[src/rtl/mem_arbiter_if.sv]
// Requester and memory-side bundle for mem_arbiter: one fetch port, one load/store port, one memory port.
// The slave modport is the arbiter's view; the master modport is the view of whatever surrounds it.
interface mem_arbiter_if #(
  parameter int XLEN = 32
);
  logic            i_if_req;
  logic [XLEN-1:0] i_if_addr;
  logic            o_if_ack;
  logic [XLEN-1:0] o_if_data;

  logic            i_ls_req;
  logic [XLEN-1:0] i_ls_addr;
  logic [XLEN-1:0] i_ls_data;
  logic [2:0]      i_ls_funct3;
  logic            i_ls_rw;
  logic            o_ls_ack;
  logic [XLEN-1:0] o_ls_data;

  logic            o_err;

  logic            o_mem_req;
  logic [XLEN-1:0] o_mem_addr;
  logic [XLEN-1:0] o_mem_data;
  logic [2:0]      o_mem_funct3;
  logic            o_mem_rw;
  logic            i_mem_ack;
  logic [XLEN-1:0] i_mem_data;

  modport slave (
    input  i_if_req, i_if_addr, i_ls_req, i_ls_addr, i_ls_data, i_ls_funct3, i_ls_rw,
    input  i_mem_ack, i_mem_data,
    output o_if_ack, o_if_data, o_ls_ack, o_ls_data, o_err,
    output o_mem_req, o_mem_addr, o_mem_data, o_mem_funct3, o_mem_rw
  );

  modport master (
    output i_if_req, i_if_addr, i_ls_req, i_ls_addr, i_ls_data, i_ls_funct3, i_ls_rw,
    output i_mem_ack, i_mem_data,
    input  o_if_ack, o_if_data, o_ls_ack, o_ls_data, o_err,
    input  o_mem_req, o_mem_addr, o_mem_data, o_mem_funct3, o_mem_rw
  );
endinterface

[src/rtl/mem_arbiter.sv]
// Two-requester (fetch, load/store) arbiter onto a single memory port, IDLE/ISSUE/RESP with an ISSUE timeout.
// Define MEM_ARB_ROUND_ROBIN_EN for round-robin on simultaneous requests; default is load/store fixed priority.
module mem_arbiter #(
  parameter int XLEN    = 32,
  parameter int TIMEOUT = 16
) (
  input logic          i_clk,
  input logic          i_rst_n,
  mem_arbiter_if.slave bus
);

  typedef enum logic [1:0] {
    IDLE  = 2'd0,
    ISSUE = 2'd1,
    RESP  = 2'd2
  } state_e;

  localparam logic [7:0] TIMEOUT_LAST = 8'(TIMEOUT - 1);
  localparam logic [2:0] FETCH_FUNCT3 = 3'b010;

  state_e          state_r, state_next_s;
  logic            owner_ls_r, owner_ls_next_s;
  logic [7:0]      tmo_cnt_r, tmo_cnt_next_s;
  logic            mem_req_r, mem_req_next_s;
  logic [XLEN-1:0] mem_addr_r, mem_addr_next_s;
  logic [XLEN-1:0] mem_data_r, mem_data_next_s;
  logic [2:0]      mem_funct3_r, mem_funct3_next_s;
  logic            mem_rw_r, mem_rw_next_s;
  logic            if_ack_r, if_ack_next_s;
  logic            ls_ack_r, ls_ack_next_s;
  logic            err_r, err_next_s;
  logic [XLEN-1:0] if_data_r, if_data_next_s;
  logic [XLEN-1:0] ls_data_r, ls_data_next_s;
  logic            grant_ls_s;

  // Arbitration; owner_ls_r doubles as the last-granted record for round-robin.
  always_comb begin
`ifdef MEM_ARB_ROUND_ROBIN_EN
    if (bus.i_if_req && bus.i_ls_req) begin
      grant_ls_s = !owner_ls_r;
    end else begin
      grant_ls_s = bus.i_ls_req;
    end
`else
    grant_ls_s = bus.i_ls_req;
`endif
  end

  // Next-state and next register values for the transaction FSM.
  always_comb begin
    state_next_s      = state_r;
    owner_ls_next_s   = owner_ls_r;
    tmo_cnt_next_s    = tmo_cnt_r;
    mem_req_next_s    = mem_req_r;
    mem_addr_next_s   = mem_addr_r;
    mem_data_next_s   = mem_data_r;
    mem_funct3_next_s = mem_funct3_r;
    mem_rw_next_s     = mem_rw_r;
    if_data_next_s    = if_data_r;
    ls_data_next_s    = ls_data_r;
    if_ack_next_s     = 1'b0;
    ls_ack_next_s     = 1'b0;
    err_next_s        = 1'b0;
    case (state_r)
      IDLE: begin
        if (bus.i_if_req || bus.i_ls_req) begin
          state_next_s    = ISSUE;
          mem_req_next_s  = 1'b1;
          tmo_cnt_next_s  = 8'd0;
          owner_ls_next_s = grant_ls_s;
          if (grant_ls_s) begin
            mem_addr_next_s   = bus.i_ls_addr;
            mem_data_next_s   = bus.i_ls_data;
            mem_funct3_next_s = bus.i_ls_funct3;
            mem_rw_next_s     = bus.i_ls_rw;
          end else begin
            mem_addr_next_s   = bus.i_if_addr;
            mem_funct3_next_s = FETCH_FUNCT3;
            mem_rw_next_s     = 1'b0;
          end
        end else begin
          state_next_s = IDLE;
        end
      end
      ISSUE: begin
        if (bus.i_mem_ack || (tmo_cnt_r == TIMEOUT_LAST)) begin
          // A real ack on the last allowed cycle wins over the timeout.
          state_next_s   = RESP;
          mem_req_next_s = 1'b0;
          err_next_s     = !bus.i_mem_ack;
          if (owner_ls_r) begin
            ls_ack_next_s  = 1'b1;
            ls_data_next_s = bus.i_mem_ack ? bus.i_mem_data : {XLEN{1'b0}};
          end else begin
            if_ack_next_s  = 1'b1;
            if_data_next_s = bus.i_mem_ack ? bus.i_mem_data : {XLEN{1'b0}};
          end
        end else begin
          tmo_cnt_next_s = tmo_cnt_r + 8'd1;
        end
      end
      RESP: begin
        state_next_s = IDLE;
      end
      default: begin
        state_next_s   = IDLE;
        mem_req_next_s = 1'b0;
      end
    endcase
  end

  // State and output registers with synchronous active-low reset.
  always_ff @(posedge i_clk) begin
    if (!i_rst_n) begin
      state_r      <= IDLE;
      owner_ls_r   <= 1'b0;
      tmo_cnt_r    <= 8'd0;
      mem_req_r    <= 1'b0;
      mem_addr_r   <= {XLEN{1'b0}};
      mem_data_r   <= {XLEN{1'b0}};
      mem_funct3_r <= 3'b000;
      mem_rw_r     <= 1'b0;
      if_ack_r     <= 1'b0;
      ls_ack_r     <= 1'b0;
      err_r        <= 1'b0;
      if_data_r    <= {XLEN{1'b0}};
      ls_data_r    <= {XLEN{1'b0}};
    end else begin
      state_r      <= state_next_s;
      owner_ls_r   <= owner_ls_next_s;
      tmo_cnt_r    <= tmo_cnt_next_s;
      mem_req_r    <= mem_req_next_s;
      mem_addr_r   <= mem_addr_next_s;
      mem_data_r   <= mem_data_next_s;
      mem_funct3_r <= mem_funct3_next_s;
      mem_rw_r     <= mem_rw_next_s;
      if_ack_r     <= if_ack_next_s;
      ls_ack_r     <= ls_ack_next_s;
      err_r        <= err_next_s;
      if_data_r    <= if_data_next_s;
      ls_data_r    <= ls_data_next_s;
    end
  end

  assign bus.o_mem_req    = mem_req_r;
  assign bus.o_mem_addr   = mem_addr_r;
  assign bus.o_mem_data   = mem_data_r;
  assign bus.o_mem_funct3 = mem_funct3_r;
  assign bus.o_mem_rw     = mem_rw_r;
  assign bus.o_if_ack     = if_ack_r;
  assign bus.o_ls_ack     = ls_ack_r;
  assign bus.o_err        = err_r;
  assign bus.o_if_data    = if_data_r;
  assign bus.o_ls_data    = ls_data_r;

endmodule

[src/flat_wrapper.sv]
// flat-port wrapper written by rule: the top's interface ports become plain ports
module mem_arbiter_flat 
#(
  parameter int XLEN    = 32,
  parameter int TIMEOUT = 16
)
  (i_clk, i_rst_n, bus_i_if_req, bus_i_if_addr, bus_i_ls_req, bus_i_ls_addr, bus_i_ls_data, bus_i_ls_funct3, bus_i_ls_rw, bus_i_mem_ack, bus_i_mem_data, bus_o_if_ack, bus_o_if_data, bus_o_ls_ack, bus_o_ls_data, bus_o_err, bus_o_mem_req, bus_o_mem_addr, bus_o_mem_data, bus_o_mem_funct3, bus_o_mem_rw);
  mem_arbiter_if #(.XLEN(XLEN)) bus_i ();
  input logic i_clk;
  input logic i_rst_n;
  input wire logic [$bits(bus_i.i_if_req)-1:0] bus_i_if_req;
  input wire logic [$bits(bus_i.i_if_addr)-1:0] bus_i_if_addr;
  input wire logic [$bits(bus_i.i_ls_req)-1:0] bus_i_ls_req;
  input wire logic [$bits(bus_i.i_ls_addr)-1:0] bus_i_ls_addr;
  input wire logic [$bits(bus_i.i_ls_data)-1:0] bus_i_ls_data;
  input wire logic [$bits(bus_i.i_ls_funct3)-1:0] bus_i_ls_funct3;
  input wire logic [$bits(bus_i.i_ls_rw)-1:0] bus_i_ls_rw;
  input wire logic [$bits(bus_i.i_mem_ack)-1:0] bus_i_mem_ack;
  input wire logic [$bits(bus_i.i_mem_data)-1:0] bus_i_mem_data;
  output wire logic [$bits(bus_i.o_if_ack)-1:0] bus_o_if_ack;
  output wire logic [$bits(bus_i.o_if_data)-1:0] bus_o_if_data;
  output wire logic [$bits(bus_i.o_ls_ack)-1:0] bus_o_ls_ack;
  output wire logic [$bits(bus_i.o_ls_data)-1:0] bus_o_ls_data;
  output wire logic [$bits(bus_i.o_err)-1:0] bus_o_err;
  output wire logic [$bits(bus_i.o_mem_req)-1:0] bus_o_mem_req;
  output wire logic [$bits(bus_i.o_mem_addr)-1:0] bus_o_mem_addr;
  output wire logic [$bits(bus_i.o_mem_data)-1:0] bus_o_mem_data;
  output wire logic [$bits(bus_i.o_mem_funct3)-1:0] bus_o_mem_funct3;
  output wire logic [$bits(bus_i.o_mem_rw)-1:0] bus_o_mem_rw;
  assign bus_i.i_if_req = bus_i_if_req;
  assign bus_i.i_if_addr = bus_i_if_addr;
  assign bus_i.i_ls_req = bus_i_ls_req;
  assign bus_i.i_ls_addr = bus_i_ls_addr;
  assign bus_i.i_ls_data = bus_i_ls_data;
  assign bus_i.i_ls_funct3 = bus_i_ls_funct3;
  assign bus_i.i_ls_rw = bus_i_ls_rw;
  assign bus_i.i_mem_ack = bus_i_mem_ack;
  assign bus_i.i_mem_data = bus_i_mem_data;
  assign bus_o_if_ack = bus_i.o_if_ack;
  assign bus_o_if_data = bus_i.o_if_data;
  assign bus_o_ls_ack = bus_i.o_ls_ack;
  assign bus_o_ls_data = bus_i.o_ls_data;
  assign bus_o_err = bus_i.o_err;
  assign bus_o_mem_req = bus_i.o_mem_req;
  assign bus_o_mem_addr = bus_i.o_mem_addr;
  assign bus_o_mem_data = bus_i.o_mem_data;
  assign bus_o_mem_funct3 = bus_i.o_mem_funct3;
  assign bus_o_mem_rw = bus_i.o_mem_rw;
  mem_arbiter #(.XLEN(XLEN), .TIMEOUT(TIMEOUT)) u_core (.i_clk(i_clk), .i_rst_n(i_rst_n), .bus(bus_i));
endmodule
[config.mk]
export PLATFORM = sky130hd
export DESIGN_NAME = mem_arbiter_flat
export DESIGN_NICKNAME = d
export VERILOG_FILES = /design/src/rtl/mem_arbiter_if.sv /design/src/rtl/mem_arbiter.sv /design/src/flat_wrapper.sv
export SDC_FILE = /design/constraint.sdc
export NUM_CORES = 1
export LEC_CHECK = 0
export ABC_CLOCK_PERIOD_IN_PS = 2900
export CAP_MARGIN = 20
export CORE_MARGIN = 2
export CORE_UTILIZATION = 44
export CTS_CLUSTER_DIAMETER = 80
export CTS_CLUSTER_SIZE = 10
export DETAILED_ROUTE_END_ITERATION = 6
export HOLD_SLACK_MARGIN = 0.08
export PLACE_DENSITY_LB_ADDON = 0.05
export SYNTH_ARGS = -nofsm -noshare
export SYNTH_HDL_FRONTEND = slang
export SYNTH_SLANG_ARGS = --single-unit
[constraint.sdc]
create_clock -name i_clk -period 2.9 [get_ports i_clk]
set_input_delay 0.435 -clock i_clk [delete_from_list [all_inputs] [get_ports i_clk]]
set_output_delay 0.435 -clock i_clk [all_outputs]
set_load 0.01 [all_outputs]
; ---- After elaboration in Yosys (flattened, before gate mapping)
; Cells that the tools add are included.
[totals]
register_bits = 147
input_bits = 137
output_inout_bits = 136
[classes]
n_addsub = 1
eq_ne = 6
muxes = 15
bitwise = 2
n_reduce_logical = 12
[op_table]
columns = operator, count
row1 = $mux W32, 2
row2 = $reduce_and A3 Y1, 6
row3 = $mux W8, 2
row4 = $pmux W8 S2, 1
row5 = $add A8 B1 Y8 const B, 1
row6 = $eq A8 B4 Y1 const B, 1
row7 = $mux W1, 6
row8 = $ne A2 B1 Y1 const B, 2
row9 = $pmux W2 S2, 1
row10 = $mux W3, 1
row11 = $pmux W1 S3, 1
row12 = $eq A2 B1 Y1 const B, 1
row13 = $eq A2 B2 Y1 const B, 1
row14 = $logic_not A2 Y1, 1
row15 = $logic_or A1 B1 Y1, 2
row16 = $mux W2, 1
row17 = $ne A2 B2 Y1 const B, 1
row18 = $not A1 Y1, 2
row19 = $reduce_and A2 Y1, 1
row20 = $reduce_bool A2 Y1, 1
row21 = $logic_not A1 Y1, 1

; ---- Longest topological paths before layout
[depth]
word_depth = 4
mapped_depth = 6
mapped_depth_nobuf = 5

; ---- Worst setup path before layout
; Ideal clock, no wire load.
[synth_timing]
path_type = reg-to-reg
from = register u_core.tmo_cnt_r[0]
to = register u_core.ls_data_r[10] (netlist: u_core.bus.o_ls_data[10])
setup_ns = 0.060
t_arrival_ns = 1.431
path_slack_ns = 1.409
stages_incl_launch_ff = 7
synth_period_minus_slack_ns = 1.491
cell_sequence = dfxtp_1 > ha_1 > and3_4 > a21o_4 > a21boi_4 > buf_6 > a32o_1
[synth_via]
elab_chain_len = 3
[synth_lines]
columns = element, line
row1 = "start, declared", mem_arbiter.sv:23  ; logic [7:0] tmo_cnt_r, tmo_cnt_next_s;
row2 = "start signal, assigned", mem_arbiter.sv:131  ; tmo_cnt_r <= tmo_cnt_next_s;
row3 = $eq A8 B4 Y1, mem_arbiter.sv:86  ; if (bus.i_mem_ack || (tmo_cnt_r == TIMEOUT_LAST)) begin
row4 = $logic_or A1 B1 Y1, mem_arbiter.sv:86
row5 = $reduce_and A3 Y1 (no line), n/a
row6 = "end signal, assigned", mem_arbiter.sv:127  ; ls_data_r <= {XLEN{1'b0}};
row7 = "end signal, assigned", mem_arbiter.sv:141  ; ls_data_r <= ls_data_next_s;
row8 = "end, declared", mem_arbiter.sv:33  ; logic [XLEN-1:0] ls_data_r, ls_data_next_s;
; Every way passes these cells.
; A chain may end at the register's enable or synchronous reset.

; ---- Final worst setup path
[layout_timing]
from = register u_core.state_r[1]
to = register u_core.if_data_r[24] (netlist: u_core.bus.o_if_data[24])
[layout_via]
elab_chain_len = 2
[layout_lines]
columns = element, line
row1 = "start, declared", mem_arbiter.sv:21  ; state_e state_r, state_next_s;
row2 = "start signal, assigned", mem_arbiter.sv:129  ; state_r <= state_next_s;
row3 = $eq A2 B1 Y1, mem_arbiter.sv:64  ; case (state_r)
row4 = $reduce_and A3 Y1 (no line), n/a
row5 = "end signal, assigned", mem_arbiter.sv:126  ; if_data_r <= {XLEN{1'b0}};
row6 = "end signal, assigned", mem_arbiter.sv:140  ; if_data_r <= if_data_next_s;
row7 = "end, declared", mem_arbiter.sv:32  ; logic [XLEN-1:0] if_data_r, if_data_next_s;
; Every way passes these cells.

==> results_dict.tcl <==
set metrics [dict create \
    cts_setup_buffers 0 \
    io_buffers 272 \
    drc 0 \
    ant_nets 0 \
    cts_resized 0 \
    fin_crit_sh_pct 64.2 \
    slew_headroom_pct 50.3 \
    finClkSkew_ns 0.00937 \
    yosysUniqueCellTypes 45 \
    cts_buffers 17 \
    critPathMaxFanout 33 \
    ys_ff_latch 147 \
    grtUsageTotal_pct 22.7 \
    r2r.worst_path.cells 5 \
    netlist_top_cells_count "dfxtp_1, nand2_1, a32o_1, o211a_1" \
    syn_nets 660 \
    holdPathStages 3 \
    synth_top_area_cell "dfxtp_1" \
    final-max-slew-violation-count 0 \
    antenna_found_initial 0 \
    wl_um 15800 \
    syn_inst 522 \
    wire_per_inst_um 16.5 \
    place_ws_ns 0.886 \
    first_pass_iters 6 \
    vdd_ir_drop_max_mv 0.369 \
    coreArea_um2 12600 \
    synth_flop_cell "dfxtp_1" \
    max-cap-violations 0 \
    dp_hpwl_um 11200 \
    rr_endpoint "u_core.bus.o_if_data[24]" \
    clkLatencyLatePin_ns 0.42 \
    nNetsFinal 913 \
    finalPower_mw 5.71 \
    die-area_um2 13800 \
    io_pins 273 \
    syn_avg_cell_area_um2 10.9 \
    yosys.area.top_type_share_pct 51.8 \
    tightest_slew_ns 0.746 \
    row_count 41 \
    gp_congestion 0.813 \
    grt-ovfl-total 0 \
    root_buffer "clkbuf_16" \
    postCtsHoldBufs 0 \
    synth_most_common_cell "dfxtp_1" \
    yosysSeqAreaShare_pct 51.8 \
    netlist_area_um2 5680 \
    min_period_ns 1.86 \
    setup_ws_ns 1.04 \
    die_x_um 118 \
    num_vias 5039 \
    cts_max_level 4 \
    stdcell_count 960 \
    power_density_nw_per_um2 627 \
    hold_end "u_core.state_r[1]" \
    hold_viol_final 0 \
    holdCritStartpoint "i_rst_n" \
    syn_to_final_growth_pct 60.4 \
    reg2reg_from "u_core.state_r[1]" \
    critical_path_class "reg -> reg" \
    p_leak_nw 3.68 \
    rsz0062_at_grt "false" \
    stdcell_area_um2 9110 \
    drtIter0Drc 309 \
    cts_buffer_depth 2 \
    fp.dieH_um 118 \
    ys_async_sr_fraction_pct 0 \
    place_area_um2 8390 \
    whs_ns 0.331 \
    cp-startpoint "u_core.state_r[1]" \
    clk_pin_slew_ns 0.06 \
    grt_pass1_wl_um 25300 \
    synth_top_cells_by_area "dfxtp_1, a32o_1, nand2_1" \
    yosysWarnings 0 \
    post-route-util_pct 72.2 \
    hp-class "in -> reg" \
    status "finished clean" \
    initial_core_util_pct 45.0 \
    grt_pass1_vias 5015 \
    worstSetupEndpointType "flip-flop" \
    grt_max_degree 86 \
    dp_cells 928 \
    via_per_inst 5.25 \
    timing.setup.tns_ns 0 \
    crit_arrival_ns 2.17 \
    layout-drive-gt1-share_pct 7.49 \
    startpoint_type "flip-flop" \
    n_antenna_cell 0 \
    synth-edff-count 0 \
    reg2reg_setup_slack_ns 1.04 \
    timing.fmax_ghz 0.537 \
    tritoncts "built" \
    cp.required_ns 3.20 \
    setup_viol 0 \
    cts.sinks 147 \
]
sequential cells by signal, indices dropped and copies added (netlist names), 2 cells and up:
name / flops
u_core.bus.o_mem_addr: 32
u_core.state_r: 2
u_core.bus.o_ls_data: 32
u_core.bus.o_if_data: 32
u_core.bus.o_mem_data: 32
u_core.bus.o_mem_funct3: 3
u_core.tmo_cnt_r: 8
area by class of cell:
class | count | area [um^2]
well taps | 172 | 215
clock buffers | 19 | 443
repair buffers | 281 | 2810
flip-flops and latches | 147 | 2940
multi-input cells | 328 | 2420
clock inverters | 13 | 279
fillers | 988 | 3510
logic make-up (layout without fill, tap and decap cells):
logic type | count (synthesis) | count (layout) | synth area share (%)
AOI/OAI and AO/OA | 155 | 155 | 25.2
DFF | 147 | 147 | 51.8
and+or+nand+nor | 140 | 140 | 11.6
buffers and inverters | 47 | 313 | 5.51
muxes | 32 | 32 | 5.64
adders and majority gates | 1 | 1 | 0.220
worst max-delay path by stage:
stage / endpoint / slack (ns)
floorplan: u_core.bus.o_ls_data[10] / 1.41
global placement: u_core.bus.o_if_data[19] / 0.96
detailed placement: u_core.bus.o_ls_data[16] / 0.89
CTS: u_core.bus.o_if_data[24] / 1.02
global route: u_core.bus.o_if_data[30] / 0.89
finish: u_core.bus.o_if_data[24] / 1.04
per-layer routing:
layer | GRT usage (%) | up-vias | part of all wire [%]
met1 | 24.3 | 2381 | 40
met2 | 41.4 | 190 | 52
met5 | 0 | - | 0
li1 | - | 2444 | -
met3 | 7.41 | 24 | 6.9
met4 | 8.21 | 0 | 1.8
where the power goes:
| part | switching, mW | internal, mW |
|---|---|---|
| combinational | 0.373 | 0.488 |
| clock | 0.830 | 1.81 |
| sequential | 0.0648 | 2.14 |
| total | 1.27 | 4.44 |
layout by cell type (no fill, tap or decap), types with 2 or more instances in the layout:
master and count:
and2_2 2, nor2b_1 5, and3_2 3, nor2_1 5, a31oi_1 2, nand2b_1 3, o221a_1 2, a32o_1 64
clkbuf_16 17, a21boi_0 32, mux2i_1 32, o211a_1 33, dfxtp_1 147, and2_1 3, nor3_1 2, a22oi_1 3
a21boi_4 2, buf_2 2, o221ai_1 2, bufinv_16 8, clkinv_4 3, nand2_1 103, nand4b_1 2, nand3_1 4
clkdlybuf4s50_1 270, buf_12 2, and3_1 2, buf_4 7, o21ai_0 5
critical path, cell delays in order (launching register included):
cell and delay [ns]:
dfxtp_1 0.34, nand2b_1 0.30, nor2_8 0.49, a21boi_4 0.09
buf_4 0.26, a32o_1 0.25
No activity file was read; power rests on OpenSTA's default activity.
==> edit, RTL diff (same flow settings) <==
`XLEN` is set to 32 in 3 places; all go to 48.
--- a/src/rtl/mem_arbiter_if.sv
+++ b/src/rtl/mem_arbiter_if.sv
@@ -2,5 +2,5 @@
 // The slave modport is the arbiter's view; the master modport is the view of whatever surrounds it.
 interface mem_arbiter_if #(
-  parameter int XLEN = 32
+  parameter int XLEN = 48
 );
   logic            i_if_req;
--- a/src/rtl/mem_arbiter.sv
+++ b/src/rtl/mem_arbiter.sv
@@ -2,5 +2,5 @@
 // Define MEM_ARB_ROUND_ROBIN_EN for round-robin on simultaneous requests; default is load/store fixed priority.
 module mem_arbiter #(
-  parameter int XLEN    = 32,
+  parameter int XLEN    = 48,
   parameter int TIMEOUT = 16
 ) (
--- a/src/flat_wrapper.sv
+++ b/src/flat_wrapper.sv
@@ -2,5 +2,5 @@
 module mem_arbiter_flat 
 #(
-  parameter int XLEN    = 32,
+  parameter int XLEN    = 48,
   parameter int TIMEOUT = 16
 )
Interface: changed (8 resized); port bits go from 273 to 401. The function was not compared with the original's and may differ.
==> edit against the original RTL <==
Worst setup slack got worse by 120 ps; synthesized cell count rose by 42%; total power increased by 23%; clock skew increased by 5.3 ps; cell area is 39% higher; routed wire length rose by 54%; area after synthesis is 39% higher; sequential cell count increased by 64; largest cell class unchanged; highest routed layer unchanged.
==> edit: results (changes against the original RTL) <==
# placed instances -> 1305 (+41%)
postcts setup bufs -> 0 (unchanged)
Signal buf overhead -> 0.3279 (+0.01985)
hold_ws -> 384.7 ps (+53.61 ps)
dpl ws -> 835.5 ps (-50.52 ps)
top post-synthesis cells by count -> 211 x dfxtp_1, 151 x nand2_1, 96 x a32o_1
Synth Net Count -> 942 (+43%)
CTS H-tree lvls -> 1 (-3)
FF-to-FF Start -> u_core.tmo_cnt_r[0]
share of the yosys chip area belonging to registers -> 0.5353 (+0.01687)
ranking of synthesized cells by area -> dfxtp_1 54%, a32o_1 12%, nand2_1 7.2%
distinct cell type count after synthesis -> 40 (-11%)
via count -> 7118 (+41%)
RR Endpoint -> u_core.bus.o_ls_data[20]
met2 Usage GRT -> 0.4216 (+0.007509)
comb_multi_in -> 456 (+39%)
worst r2r path cells -> 6 (+1)
WHS Endpoint -> u_core.tmo_cnt_r[6]
GR Util met1 -> 0.2688 (+0.02553)
worst path arrival time -> 2430 ps (+260 ps)
clock-cell share of area -> 0.05118 (-0.02809)
multi-input combinational area share -> 0.2645 (-0.001468)
First DRT Iteration DRCs -> 409 (+32%)
Async SR Flop Fraction -> 0 (unchanged)
clock buffer depth -> 3 (+1)
Fill cells -> 1317 (+33%)
Slew headroom -> 0.4651 (-0.03757)
share of cells above drive strength 1 -> 0.04783 (-0.02704)
Total Routed Length -> 24.47 mm (+54%)
DR WL/cell -> 18.35 µm (+11%)
Clock transition at path regs -> 50 ps
first-pass GRT wire length -> 35.72 mm (+41%)
met3 routed WL -> 2.219 mm (+100%)
Pleak -> 5.114 nW (+39%)
seq_cells -> 211 (+44%)
CP Max Fanout -> 48 (+45%)
VDD IR-drop max -> 413.0 µV (+12%)
RePlAce Congestion -> 0.7907 (-2.7%)
Signal buffers -> 413 (+47%)
GR Util met3 -> 0.07529 (+0.001164)
Seq area share -> 0.3342 (+0.01107)
R2R Setup Slk -> 920 ps (-120 ps)
global router's overall resource usage -> 0.2395 (+0.01299)
fmax -> 504.0 MHz (-6.1%)
Worst Skew -> 14.70 ps (+5.330 ps)
critical path endpoint -> u_core.bus.o_ls_data[20]
Met2 Routed Length -> 12.17 mm (+48%)
number of global-route vias before repair -> 6764 (+35%)
IO buf count -> 400 (+47%)
detailed placement HPWL -> 17.33 mm (+54%)
Clock Latency Late Sink -> 510 ps (+90 ps)
largest net degree at the start of global routing -> 78 (-9.3%)
number of iterations in the first detailed-routing pass -> 7 (+1)
count of clock buffers in the final design -> 26 (+7)
cts bufs inserted -> 25 (+8)
status -> completed
Syn Inst Count -> 740 (+42%)
routed length on met1 -> 9.163 mm (+46%)
## edit: stage by stage
stage	total power [mW]	cell area, µm²
3_3_place_gp	4.474	11990
3_5_place_dp	4.490	11990
4_1_cts	7.109	12640
5_1_grt	7.345	12640
6_report	7.034	12640
2_1_floorplan	3.743	7891
## edit: cell families after synthesis
group,count (synthesis),share of synthesized area
DFF,211,0.5353
buffers and inverters,73,0.04503
adders and majority gates,1,0.001585
and+or+nand+nor,188,0.1016
muxes,48,0.06088
AOI/OAI and AO/OA,219,0.2556
## edit: critical path: stages (launching register included)
cell	delay (ps)
dfxtp_1	330
ha_1	240
and3_1	250
a21o_4	250
a21boi_4	140
buf_4	470
a32o_1	210
## edit: where the power goes
| part | switching [mW] | leakage, nW | total [mW] | internal (mW) |
|---|---|---|---|---|
| clock network | 1.08 | 0.318 | 2.60 | 1.52 |
| registers | 0.0893 | 1.72 | 3.17 | 3.08 |
| logic | 0.552 | 3.07 | 1.26 | 0.713 |
